===== src/rtl/veh_traff_light_ctrl_pkg.sv =====
// Shared definitions for the vehicle-side crossing controller.
// Holds the controller state enum and the default timing constants.
// Also imported by the pedestrian controller's bench model.
package veh_traff_light_ctrl_pkg;

    typedef enum logic [2:0] {
        RED_INIT   = 3'd0,
        VEH_GREEN  = 3'd1,
        VEH_YELLOW = 3'd2,
        RED_PRE    = 3'd3,
        PED_GRANT  = 3'd4,
        PED_WAIT   = 3'd5,
        RED_POST   = 3'd6,
        FAULT      = 3'd7
    } veh_state_e;

    localparam int GREEN_MIN_DEF     = 8;
    localparam int YELLOW_CYCLES_DEF = 3;
    localparam int ALLRED_CYCLES_DEF = 2;
    localparam int PED_TIMEOUT_DEF   = 16;
    localparam int CNT_W_DEF         = 5;

endpackage


===== src/rtl/veh_traff_light_ctrl_phase_timer.sv =====
// Phase timer: counts cycles spent in the current controller state.
// Ports: clk/reset, clr_i (state entry), sat_en_i (hold at terminal count),
//        tc_val_i (terminal value to compare), tc_o (count == terminal value).
module veh_traff_light_ctrl_phase_timer
    import veh_traff_light_ctrl_pkg::*;
#(
    parameter int CNT_W = CNT_W_DEF
) (
    input  logic             clk,
    input  logic             reset,
    input  logic             clr_i,
    input  logic             sat_en_i,
    input  logic [CNT_W-1:0] tc_val_i,
    output logic             tc_o
);

    localparam logic [CNT_W-1:0] CNT_MAX = '1;
    localparam logic [CNT_W-1:0] CNT_ONE = CNT_W'(1);

    logic [CNT_W-1:0] cnt_q;
    logic [CNT_W-1:0] cnt_d;

    assign tc_o = (cnt_q == tc_val_i);

    // States without a terminal count (PED_WAIT, FAULT) can last arbitrarily
    // long; sticking at all-ones keeps the counter from wrapping back into a
    // value that could look like a terminal count later.
    always_comb begin
        cnt_d = cnt_q + CNT_ONE;
        if (clr_i) begin
            cnt_d = '0;
        end else if ((sat_en_i && tc_o) || (cnt_q == CNT_MAX)) begin
            cnt_d = cnt_q;
        end
    end

    always_ff @(posedge clk or posedge reset) begin
        if (reset) begin
            cnt_q <= '0;
        end else begin
            cnt_q <= cnt_d;
        end
    end

endmodule


===== src/rtl/veh_traff_light_ctrl.sv =====
// Vehicle-side signal controller for a pedestrian crossing: latches button
// requests, sequences green/yellow/all-red, grants the crossing to the
// pedestrian controller and latches a sticky all-red fault on protocol errors.
// Ports: clk, reset (async, active-high); ped_request_i; ped_green_i, ped_red_i,
//        ped_countdown_i (pedestrian status); veh_green_o/veh_yellow_o/veh_red_o
//        lamps; ped_grant_o; req_pending_o; fault_o. All outputs are registered.
module veh_traff_light_ctrl
    import veh_traff_light_ctrl_pkg::*;
#(
    parameter int GREEN_MIN     = GREEN_MIN_DEF,
    parameter int YELLOW_CYCLES = YELLOW_CYCLES_DEF,
    parameter int ALLRED_CYCLES = ALLRED_CYCLES_DEF,
    parameter int PED_TIMEOUT   = PED_TIMEOUT_DEF,
    parameter int CNT_W         = CNT_W_DEF
) (
    input  logic       clk,
    input  logic       reset,
    input  logic       ped_request_i,
    input  logic       ped_green_i,
    input  logic       ped_red_i,
    input  logic [1:0] ped_countdown_i,
    output logic       veh_green_o,
    output logic       veh_yellow_o,
    output logic       veh_red_o,
    output logic       ped_grant_o,
    output logic       req_pending_o,
    output logic       fault_o
);

    // A state lasting N cycles leaves when the timer reads N-1.
    localparam logic [CNT_W-1:0] GREEN_TC  = CNT_W'(GREEN_MIN - 1);
    localparam logic [CNT_W-1:0] YELLOW_TC = CNT_W'(YELLOW_CYCLES - 1);
    localparam logic [CNT_W-1:0] ALLRED_TC = CNT_W'(ALLRED_CYCLES - 1);
    localparam logic [CNT_W-1:0] PED_TO_TC = CNT_W'(PED_TIMEOUT - 1);

    veh_state_e       state_q;
    veh_state_e       state_d;
    logic             req_pending_q;
    logic             req_pending_d;

    logic             veh_green_q;
    logic             veh_yellow_q;
    logic             veh_red_q;
    logic             ped_grant_q;
    logic             fault_q;

    logic             timer_clr;
    logic             timer_sat;
    logic             timer_tc;
    logic [CNT_W-1:0] timer_tc_val;

    // Terminal value and saturation depend only on the current state; kept
    // apart from the next-state logic so no combinational path loops through
    // the timer's compare.
    always_comb begin
        timer_tc_val = '0;
        timer_sat    = 1'b0;
        case (state_q)
            RED_INIT, RED_PRE, RED_POST: timer_tc_val = ALLRED_TC;
            VEH_GREEN: begin
                timer_tc_val = GREEN_TC;
                timer_sat    = 1'b1;
            end
            VEH_YELLOW: timer_tc_val = YELLOW_TC;
            PED_GRANT:  timer_tc_val = PED_TO_TC;
            default:    timer_tc_val = '0;
        endcase
    end

    always_comb begin
        state_d       = state_q;
        req_pending_d = req_pending_q | ped_request_i;
        case (state_q)
            RED_INIT: begin
                if (timer_tc) state_d = VEH_GREEN;
            end
            VEH_GREEN: begin
                // A pedestrian green while vehicles may move is a conflict.
                if (ped_green_i) begin
                    state_d = FAULT;
                end else if (req_pending_q && timer_tc) begin
                    state_d = VEH_YELLOW;
                end
            end
            VEH_YELLOW: begin
                if (ped_green_i) begin
                    state_d = FAULT;
                end else if (timer_tc) begin
                    state_d = RED_PRE;
                end
            end
            RED_PRE: begin
                if (timer_tc) begin
                    state_d       = PED_GRANT;
                    // The request is now being served; clearing beats a
                    // simultaneous new press.
                    req_pending_d = 1'b0;
                end
            end
            PED_GRANT: begin
                if (ped_green_i) begin
                    state_d = PED_WAIT;
                end else if (timer_tc) begin
                    state_d = FAULT;
                end
            end
            PED_WAIT: begin
                if (ped_red_i && !ped_green_i && (ped_countdown_i == 2'd0)) begin
                    state_d = RED_POST;
                end
            end
            RED_POST: begin
                if (timer_tc) state_d = VEH_GREEN;
            end
            FAULT:   state_d = FAULT;
            default: state_d = FAULT;
        endcase
    end

    assign timer_clr = (state_d != state_q);

    veh_traff_light_ctrl_phase_timer #(
        .CNT_W (CNT_W)
    ) u_phase_timer (
        .clk      (clk),
        .reset    (reset),
        .clr_i    (timer_clr),
        .sat_en_i (timer_sat),
        .tc_val_i (timer_tc_val),
        .tc_o     (timer_tc)
    );

    // Outputs are flopped from the next-state decode so they line up with
    // the state register and carry no input-to-output combinational path.
    always_ff @(posedge clk or posedge reset) begin
        if (reset) begin
            state_q       <= RED_INIT;
            req_pending_q <= 1'b0;
            veh_green_q   <= 1'b0;
            veh_yellow_q  <= 1'b0;
            veh_red_q     <= 1'b1;
            ped_grant_q   <= 1'b0;
            fault_q       <= 1'b0;
        end else begin
            state_q       <= state_d;
            req_pending_q <= req_pending_d;
            veh_green_q   <= (state_d == VEH_GREEN);
            veh_yellow_q  <= (state_d == VEH_YELLOW);
            veh_red_q     <= (state_d != VEH_GREEN) && (state_d != VEH_YELLOW);
            ped_grant_q   <= (state_d == PED_GRANT);
            fault_q       <= (state_d == FAULT);
        end
    end

    assign veh_green_o   = veh_green_q;
    assign veh_yellow_o  = veh_yellow_q;
    assign veh_red_o     = veh_red_q;
    assign ped_grant_o   = ped_grant_q;
    assign req_pending_o = req_pending_q;
    assign fault_o       = fault_q;

endmodule


===== config.mk =====
export PLATFORM = sky130hd
export DESIGN_NAME = veh_traff_light_ctrl
export DESIGN_NICKNAME = d
export VERILOG_FILES = /design/src/rtl/veh_traff_light_ctrl_pkg.sv /design/src/rtl/veh_traff_light_ctrl_phase_timer.sv /design/src/rtl/veh_traff_light_ctrl.sv
export SDC_FILE = /design/constraint.sdc
export NUM_CORES = 1
export LEC_CHECK = 0
export ABC_AREA = 1
export BUFFER_PORTS_ARGS = -buffer_cell sky130_fd_sc_hd__buf_2
export CORE_MARGIN = 2
export CORE_UTILIZATION = 50
export CTS_BUF_LIST = sky130_fd_sc_hd__clkbuf_16
export DETAILED_ROUTE_END_ITERATION = 10
export PLACE_DENSITY = 0.75
export SYNTH_ARGS = -nofsm -noshare
export SYNTH_HDL_FRONTEND = slang
export SYNTH_SLANG_ARGS = --single-unit

===== constraint.sdc =====
create_clock -name clk -period 5.05 [get_ports clk]
set_input_delay 0.2525 -clock clk [delete_from_list [all_inputs] [get_ports clk]]
set_output_delay 0.2525 -clock clk [all_outputs]
set_load 0.1 [all_outputs]

==> impl_metrics.yaml, run 1 <==
timing:
  setup_violations: 0
  setup_tns_ns: 0
  fin_skew_ns: 0.00201
  rsz0062_at_grt: "no"
  slew_headroom_pct: 65.1
  finalHoldViolCount: 0
  min_period_ns: 2.11
  max_freq_mhz: 475
  maxSlewViolCount: 0
  finalCritPeriodShare_pct: 41.7
  worstMarginPinSlew_ns: 0.522
setup_path:
  reg2reg_setup_slack_ns: 2.94
  path_buf_inv: 1
  path_delay_family: "simple AND/OR/NAND/NOR gates"
  critical_path_cell_count: 12
  cp.arrival_ns: 2.28
  rr_startpoint: "state_q[0]$_DFF_PP0_"
  criticalPathCategory: "reg -> reg"
  crit_chain: "inv_1, nand3_1, nand3_1, nand2_1, nand2_2, nand3_4, nor2_1, o21ai_1, nand2_2, nand2_1, nand3_2, nor2_1"
  crit_path_start_kind: "register"
  r2r_cells: 12
  critPathCaptureType: "register"
  max_stage_delay_ns: 0.54
  critPathMaxFanout: 12
  required_ns: 5.22
  cpMaxStageDelayCell: "dfrtp_1"
  rr_endpoint: "u_phase_timer.cnt_q[1]$_DFFE_PP0P_"
  critPathLaunch: "state_q[0]$_DFF_PP0_"
  endpoint: "u_phase_timer.cnt_q[1]$_DFFE_PP0P_"
yosys:
  avgSynthCellArea_sq_um: 7.08
  ys.flop_type: "dfrtp_1"
  synth_area_leader_cell: "dfrtp_1"
  syn_nets: 148
  syn-cell-area_sq_um: 983
  synth_cell_types: 25
  yosysWarnings: 0
  synth_top_cell_area_share_pct: 33.1
  synthTopCellsByArea: "dfrtp_1, nand2_1, inv_1, nor2_1, nand3_1"
  ys_top_cells_by_count: "nand2_1, inv_1, nor2_1"
  synth_cells: 139
  yosysMostFrequentCell: "nand2_1"
  ys_async_sr_fraction_pct: 100
  ys_ff_latch: 14
  ys_seq_area_share_pct: 35.8
  synth_edf_count: 0
clock_tree:
  numCtsBuffers: 3
  cts-root-buf: "clkbuf_16"
  cts_num_sinks: 14
  h-tree-depth: 1
  path_clk_slew_ns: 0.04
  clk_latency_ns: 0.24
  cts_setup_buffers: 0
  cts.path.max_buffers: 2
  cts_resized: 0
  cts_tree: "yes"
  ctsHoldBuffers: 0
die:
  die_area_sq_mm: 0.00234
  coreArea_sq_mm: 0.00190
  fp.dieH_microns: 48.4
  start_util_pct: 51.7
  std_cell_rows: 16
  ioPinCount: 13
  die_w_microns: 48.4
placed_design:
  place_hpwl_microns: 1660
  portBuffers: 12
  gp_congestion: 0.885
routing:
  vias: 912
  routedWlPerCell_microns: 11.2
  wl_microns: 2020
  drc_errors: 0
  drtIter0Drc: 38
  viasPerCell: 5.07
  drt.antenna.violating_nets: 0
  dr.pass1.iters: 4
global_routing:
  grt_antenna_before_repair: 0
  grt_usage_pct: 20.0
  grt_overflow_total: 0
  grt_start_max_net_pins: 15
  grt_pass1_wl_microns: 3640
  first_global_vias: 861
hold_path:
  worst_hold_path_type: "in -> async"
final_layout:
  drive_gt1_share_pct: 19.0
  nets: 163
  n_antenna_cell: 0
  syn_to_final_growth_pct: 15.9
flow_run:
  cap_violations: 0
status:
  status: "finished, final reports clean"
-- sequential cells by signal, summed over array words and instances, names as in the netlist --
| signal | cells |
|---|---|
| ped_grant_o | 1 |
| veh_yellow_o | 1 |
| state_q | 3 |
| req_pending_o | 1 |
| u_phase_timer.cnt_q | 5 |
| veh_red_o | 1 |
| fault_o | 1 |
| veh_green_o | 1 |
-- area by class of cell --
cell class | count | area (sq um)
fillers | 171 | 762
multi-input cells | 101 | 533
flip-flops and latches | 14 | 352
inverters | 22 | 82.6
clock buffers | 3 | 75.1
repair buffers | 12 | 60.1
well taps | 27 | 33.8
clock inverters | 1 | 3.75
-- worst min path at each step --
stage	to	depth (start not counted)	from
floorplan	fault_o$_DFF_PP0_	1	reset
global placement	u_phase_timer.cnt_q[1]$_DFFE_PP0P_	2	reset
detailed placement	u_phase_timer.cnt_q[1]$_DFFE_PP0P_	2	reset
CTS	u_phase_timer.cnt_q[4]$_DFFE_PP0P_	2	reset
global route	u_phase_timer.cnt_q[1]$_DFFE_PP0P_	2	reset
finish	u_phase_timer.cnt_q[4]$_DFFE_PP0P_	2	reset
-- placed cells by master (no fill, tap or decap), types with 2 or more instances in the layout --
cell type   n
nor2_2      2
nand2_1    32
dfrtp_1    13
o21ai_0     6
a21boi_2    2
nand2_2     3
ha_1        2
xor2_1      3
nand3_1    14
nand4_1     6
buf_2      12
nor3_1      2
inv_1      21
nor2_1     20
clkbuf_16   3
nand3_2     2
-- cells by family after synthesis --
| kind of cell | synth area share [%] |
|---|---|
| AO/OA/AOI/OAI | 7.12 |
| XOR/XNOR | 2.67 |
| adder cells (fa/ha/maj) | 2.54 |
| buffers and inverters | 10.1 |
| flip-flops | 35.8 |
| AND/OR/NAND/NOR | 41.9 |
-- metrics by stage --
stage / cells / cell area [sq um] / setup WS [ns] / utilization, % / hold WS [ns]
3_3_place_gp: 176 / 1060 / 2.95 / 55.8 / 0.300
5_1_grt: 180 / 1140 / 2.68 / 59.9 / 0.0997
3_5_place_dp: 176 / 1060 / 2.98 / 55.8 / 0.312
2_1_floorplan: 139 / 983 / 3.28 / - / 0.141
4_1_cts: 180 / 1140 / 2.95 / 59.9 / 0.0542
6_report: 180 / 1140 / 2.94 / 59.9 / 0.0392
-- metal layers --
layer,GRT usage [%],vias up,wire length [microns]
li1,-,472,-
met3,4.63,7,95
met1,26.4,405,982
met4,10.0,0,54
met5,0,-,0
met2,31.0,28,891
Power of run 1 is left out: the tool's default activity adds up to more than one toggle a clock period on the data nets, which glitch-free logic cannot reach.
==> run 2, diff against run 1 <==
--- a/config.mk
+++ b/config.mk
@@ -11,7 +11,7 @@
 export CORE_UTILIZATION = 50
 export CTS_BUF_LIST = sky130_fd_sc_hd__clkbuf_16
 export DETAILED_ROUTE_END_ITERATION = 10
-export PLACE_DENSITY = 0.75
+export PLACE_DENSITY = 0.77
 export SYNTH_ARGS = -nofsm -noshare
 export SYNTH_HDL_FRONTEND = slang
 export SYNTH_SLANG_ARGS = --single-unit
==> constraint.sdc (replaced) <==
create_clock -name clk -period 1.8 [get_ports clk]
set_input_delay 0.09 -clock clk [delete_from_list [all_inputs] [get_ports clk]]
set_output_delay 0.09 -clock clk [all_outputs]
set_load 0.1 [all_outputs]
==> impl_metrics.yaml, run 2 (synthesis gave the netlist of run 1 again) <==
timing:
  worstMarginPinSlew_ns: 0.546
  postLayoutSetupSlackWorst_ns: -0.262
  slew_headroom_pct: 63.5
  min_period_ns: 2.06
  finalCritPeriodShare_pct: 115
  setup_violations: 14
  rsz0062_at_grt: "yes"
  maxSlewViolCount: 0
  max_freq_mhz: 485
  finalHoldViolCount: 0
  fin_skew_ns: 0.00320
routing:
  drt.antenna.violating_nets: 0
  wl_microns: 3230
  drtIter0Drc: 57
  vias: 1105
  routedWlPerCell_microns: 15.6
  drc_errors: 0
  dr.pass1.iters: 4
  viasPerCell: 5.34
final_layout:
  drive_gt1_share_pct: 45.6
  largest_register_ffs: 5
  final_common_cell: "buf_4"
  syn_to_final_growth_pct: 52.7
  top_register: "u_phase_timer.cnt_q"
  final_cell_mix: "buf_4, nand2_1, inv_1"
  nets: 190
  fin_area_sq_mm: 0.00150
  reg.largest.list: "u_phase_timer.cnt_q (5), state_q (3)"
  n_antenna_cell: 0
status:
  violations: "negative setup slack"
  status: "finished with violations"
global_routing:
  grt_antenna_before_repair: 0
  grt_overflow_total: 0
  grt_pass1_wl_microns: 4440
  first_global_vias: 1037
  grt_start_max_net_pins: 15
  grt_usage_pct: 24.8
setup_path:
  crit_path_start_kind: "register"
  max_stage_delay_ns: 0.46
  path_delay_family: "simple AND/OR/NAND/NOR gates"
  crit_chain: "nor2_4, nand2_4, nand2_4, nand3b_4, nor2_4, nand3_4, nand2_1, nand2_1, nand3_4, nand2_4, nand2_4, nand3_4, nor2_1"
  cpMostUsedCell: "nand2_4"
  r2r_cells: 13
  critical_path_cell_count: 13
  critPathCaptureType: "register"
  required_ns: 1.96
  critPathMaxFanout: 7
  path_buf_inv: 0
  criticalPathCategory: "reg -> reg"
  cpMaxStageDelayCell: "dfrtp_2"
  cp.arrival_ns: 2.22
die:
  std_cell_rows: 16
  fp.dieH_microns: 48.4
  coreArea_sq_mm: 0.00190
  start_util_pct: 51.7
  ioPinCount: 13
  die_area_sq_mm: 0.00234
  die_w_microns: 48.4
clock_tree:
  cts-root-buf: "clkbuf_16"
  numCtsBuffers: 3
  cts_num_sinks: 14
  h-tree-depth: 1
  clk_latency_ns: 0.24
  cts_tree: "yes"
  path_clk_slew_ns: 0.05
  cts.path.max_buffers: 2
placed_design:
  gp_congestion: 0.945
  portBuffers: 12
  place_hpwl_microns: 1890
  placed_area_sq_mm: 0.00118
hold_path:
  worst_hold_path_type: "in -> reg"
  whs_path_depth: 3
flow_run:
  cap_violations: 0
[run 2: final timing paths]
path | start | end | slack [ns]
setup / recovery | state_q[1]$_DFF_PP0_ | u_phase_timer.cnt_q[1]$_DFFE_PP0P_ | -0.26
hold / removal | ped_request_i | req_pending_o$_DFF_PP0_ | 0.14
setup reg to reg | state_q[1]$_DFF_PP0_ | u_phase_timer.cnt_q[1]$_DFFE_PP0P_ | -0.26
hold reg to reg | req_pending_o$_DFF_PP0_ | req_pending_o$_DFF_PP0_ | 0.66
max in group asynchronous | reset | state_q[0]$_DFF_PP0_ | 0.97
min in group asynchronous | reset | u_phase_timer.cnt_q[4]$_DFFE_PP0P_ | 0.43
[run 2: stage by stage]
stage	hold slack [ns]	utilization [%]	setup TNS (ns)	setup WS, ns	std cells
after floorplan	-0.0215	-	0	0.0331	139
after global placement	0.135	62.1	-0.679	-0.0973	192
after detailed placement	0.147	62.1	-1.50	-0.180	192
after CTS	0.100	71.8	-1.11	-0.130	204
after global routing	0.122	78.9	-3.19	-0.357	207
final	0.144	78.9	-1.96	-0.262	207
[run 2: area by class of cell]
class	instances	area [sq um]
multi-input combinational	101	679
fill	124	400
sequential	14	354
timing repair buffer	39	273
inverter	22	82.6
clock buffer	3	75.1
tap	27	33.8
clock inverter	1	3.75
[run 2: per-layer routing]
layer  wire (microns)  global-route usage (%)  vias to the layer above
li1                 -                       -                      524
met1             1280                    30.2                      497
met2             1540                    42.1                       65
met3              225                    3.09                       19
met4              182                    14.8                        0
met5                0                       0                        -
[run 2: repair_timing]
action / 4_1_cts / 5_1_grt
hold buffers: 1 / 0
endpoints found under the hold margin: 13 / 0
buffers inserted: 7 / 3
setup endpoints to repair: 12 / 14
pin swaps: 9 / 12
gates resized for setup: 13 / 32
[run 2: worst reg2reg max path, cell delays in order (launching register included)]
cell      delay (ns)
dfrtp_2         0.46
nor2_4          0.18
nand2_4         0.09
nand2_4         0.08
nand3b_4        0.08
nor2_4          0.19
nand3_4         0.15
nand2_1         0.10
nand2_1         0.09
nand3_4         0.13
nand2_4         0.09
nand2_4         0.08
nand3_4         0.08
nor2_1          0.17
Power of run 2 is left out for the same reason.
==> run 3, diff against run 2 <==
--- a/config.mk
+++ b/config.mk
@@ -5,10 +5,10 @@
 export SDC_FILE = /design/constraint.sdc
 export NUM_CORES = 1
 export LEC_CHECK = 0
-export ABC_AREA = 1
 export BUFFER_PORTS_ARGS = -buffer_cell sky130_fd_sc_hd__buf_2
+export CORE_ASPECT_RATIO = 1.1
 export CORE_MARGIN = 2
-export CORE_UTILIZATION = 50
+export CORE_UTILIZATION = 49
 export CTS_BUF_LIST = sky130_fd_sc_hd__clkbuf_16
 export DETAILED_ROUTE_END_ITERATION = 10
 export PLACE_DENSITY = 0.77
==> impl_metrics.yaml, run 3 <==
status:
  status: "finished with violations"
  violations: "negative setup slack"
yosys:
  ys_top_cells_by_count: "nor2_1, dfrtp_1, a21oi_1, inv_1, nand3_1"
  avgSynthCellArea_sq_um: 9.09
  synthTopCellsByArea: "dfrtp_1, nor2_1, xnor2_1, a2111oi_4, dfstp_2"
  synth_cells: 99
  synth_cell_types: 36
  ys_seq_area_share_pct: 39.1
  synth_top_cell_area_share_pct: 36.2
  ys_async_sr_fraction_pct: 100
  syn-cell-area_sq_um: 900
  ys.flop_type: "dfrtp_1"
  yosysMostFrequentCell: "nor2_1"
  yosysWarnings: 0
  synth_edf_count: 0
  synth_area_leader_cell: "dfrtp_1"
  ys_ff_latch: 14
  syn_nets: 108
global_routing:
  grt_pass1_wl_microns: 4250
  first_global_vias: 920
  top_usage_layer: "met2"
  grt_usage_pct: 26.3
  grt_start_max_net_pins: 16
  grt_use_met3_pct: 1.85
  grt_antenna_before_repair: 0
  grtUsageMet2_pct: 41.5
  grt_overflow_total: 0
  grtUsageMet1_pct: 35.1
clock_tree:
  path_clk_slew_ns: 0.04
  cts.path.max_buffers: 2
  numCtsBuffers: 3
  cts_tree: "yes"
  clk_latency_ns: 0.24
  cts_num_sinks: 14
  cts-root-buf: "clkbuf_16"
  h-tree-depth: 1
final_layout:
  final_cell_mix: "buf_4, nor2_1, buf_2"
  largest_register_ffs: 5
  nets: 153
  post-route-util_pct: 78.5
  syn_to_final_growth_pct: 53.7
  n_antenna_cell: 0
  reg.largest.list: "u_phase_timer.cnt_q (5), state_q (3)"
  top_register: "u_phase_timer.cnt_q"
  final_common_cell: "buf_4"
  drive_gt1_share_pct: 47.6
setup_path:
  critPathCaptureType: "register"
  crit_path_start_kind: "register"
  endpoint: "u_phase_timer.cnt_q[3]$_DFFE_PP0P_"
  cp.arrival_ns: 2.37
  critPathMaxFanout: 5
  critPathLaunch: "state_q[2]$_DFF_PP0_"
  criticalPathCategory: "reg -> reg"
  r2r_cells: 10
  reg2reg_setup_slack_ns: -0.46
  rr_endpoint: "u_phase_timer.cnt_q[3]$_DFFE_PP0P_"
  rr_startpoint: "state_q[2]$_DFF_PP0_"
  required_ns: 1.92
routing:
  wl_microns: 2650
  routedWlPerCell_microns: 16.4
  vias: 939
  viasPerCell: 5.83
  drc_errors: 0
  dr.pass1.iters: 4
  drtIter0Drc: 18
  drt.antenna.violating_nets: 0
power:
  total_power_mw: 2.93
  p_leak_nw: 0.674
  vdd_ir_drop_max_uv: 1890
  powerDensity_mw_per_mm2: 2120
hold_path:
  worst_hold_path_type: "in -> reg"
  whs_path_depth: 3
placed_design:
  gp_congestion: 0.846
  place_hpwl_microns: 1620
  portBuffers: 12
  pre_cts_slack_ns: -0.456
die:
  std_cell_rows: 16
  ioPinCount: 13
  die_w_microns: 44.9
  coreArea_sq_mm: 0.00176
  die_area_sq_mm: 0.00220
  fp.dieH_microns: 48.9
  start_util_pct: 51.1
timing:
  max_freq_mhz: 443
  maxSlewViolCount: 0
  postLayoutSetupSlackWorst_ns: -0.456
  finalCritPeriodShare_pct: 125
  rsz0062_at_grt: "yes"
  fin_skew_ns: 0.000843
  slew_headroom_pct: 65.0
  min_period_ns: 2.26
  finalHoldViolCount: 0
  setup_violations: 13
  worstMarginPinSlew_ns: 0.524
  setup_tns_ns: -4.78
flow_run:
  cap_violations: 0
==> run 3: worst min-delay path by stage <==
stage | startpoint | end | slack [ns]
floorplan | reset | fault_o$_DFF_PP0_ | -0.02
global placement | reset | u_phase_timer.cnt_q[3]$_DFFE_PP0P_ | 0.13
detailed placement | reset | u_phase_timer.cnt_q[4]$_DFFE_PP0P_ | 0.14
CTS | ped_request_i | req_pending_o$_DFF_PP0_ | 0.08
global route | ped_request_i | req_pending_o$_DFF_PP0_ | 0.11
finish | ped_request_i | req_pending_o$_DFF_PP0_ | 0.08
==> run 3: critical path, cell delays in order (launching register included) <==
cell       delay, ns
dfrtp_2         0.44
buf_4           0.16
nor3b_1         0.20
o211ai_1        0.16
a2111oi_4       0.39
buf_4           0.20
buf_6           0.10
a21oi_4         0.06
nand4_1         0.13
xor2_1          0.22
nor2_1          0.07
==> run 3: final cells by class <==
cell class / count / area [sq um]
Clock buffer: 3 / 75.1
Clock inverter: 1 / 3.75
Fill cell: 97 / 379
Inverter: 5 / 18.8
Multi-Input combinational cell: 74 / 586
Sequential cell: 14 / 354
Tap cell: 18 / 22.5
Timing Repair Buffer: 46 / 323
==> run 3: cell families after synthesis <==
group / share of synthesized area [%]
fa+ha+maj: 2.78
xor+xnor: 6.82
compound gates: 16.6
simple gates: 26.7
buf+inv: 5.70
mux: 2.36
flops: 39.1
==> run 3: stage by stage <==
stage	instances	area, sq um	hold WS, ns
6_report	161	1380	0.0842
5_1_grt	161	1380	0.109
4_1_cts	158	1330	0.0792
3_5_place_dp	147	1160	0.144
3_3_place_gp	147	1160	0.133
2_1_floorplan	99	932	-0.0215
==> run 3: timing repair <==
| action | in CTS | in global routing |
|---|---|---|
| endpoints found under the setup margin | 13 | 13 |
| pin swaps | 6 | 10 |
| setup buffers | 5 | 3 |
| hold endpoints to repair | 13 | 0 |
| resized for setup | 10 | 5 |
| cloned | 1 | 0 |
| hold buffers | 1 | 0 |
==> run 3: per-layer routing <==
metal / part of all wire, % / wire length (microns)
met5: 0 / 0
met3: 2.2 / 59
met1: 43 / 1150
met4: 2.6 / 70
met2: 52 / 1370
==> run 3: power breakdown <==
group | internal, mW | switching (mW) | leakage (nW)
Sequential | 0.454 | 0.107 | 0.164
Clock | 0.292 | 0.117 | 0.0423
Combinational | 0.843 | 1.12 | 0.467
Total | 1.59 | 1.34 | 0.674
Power figures use the tool's default switching activity.
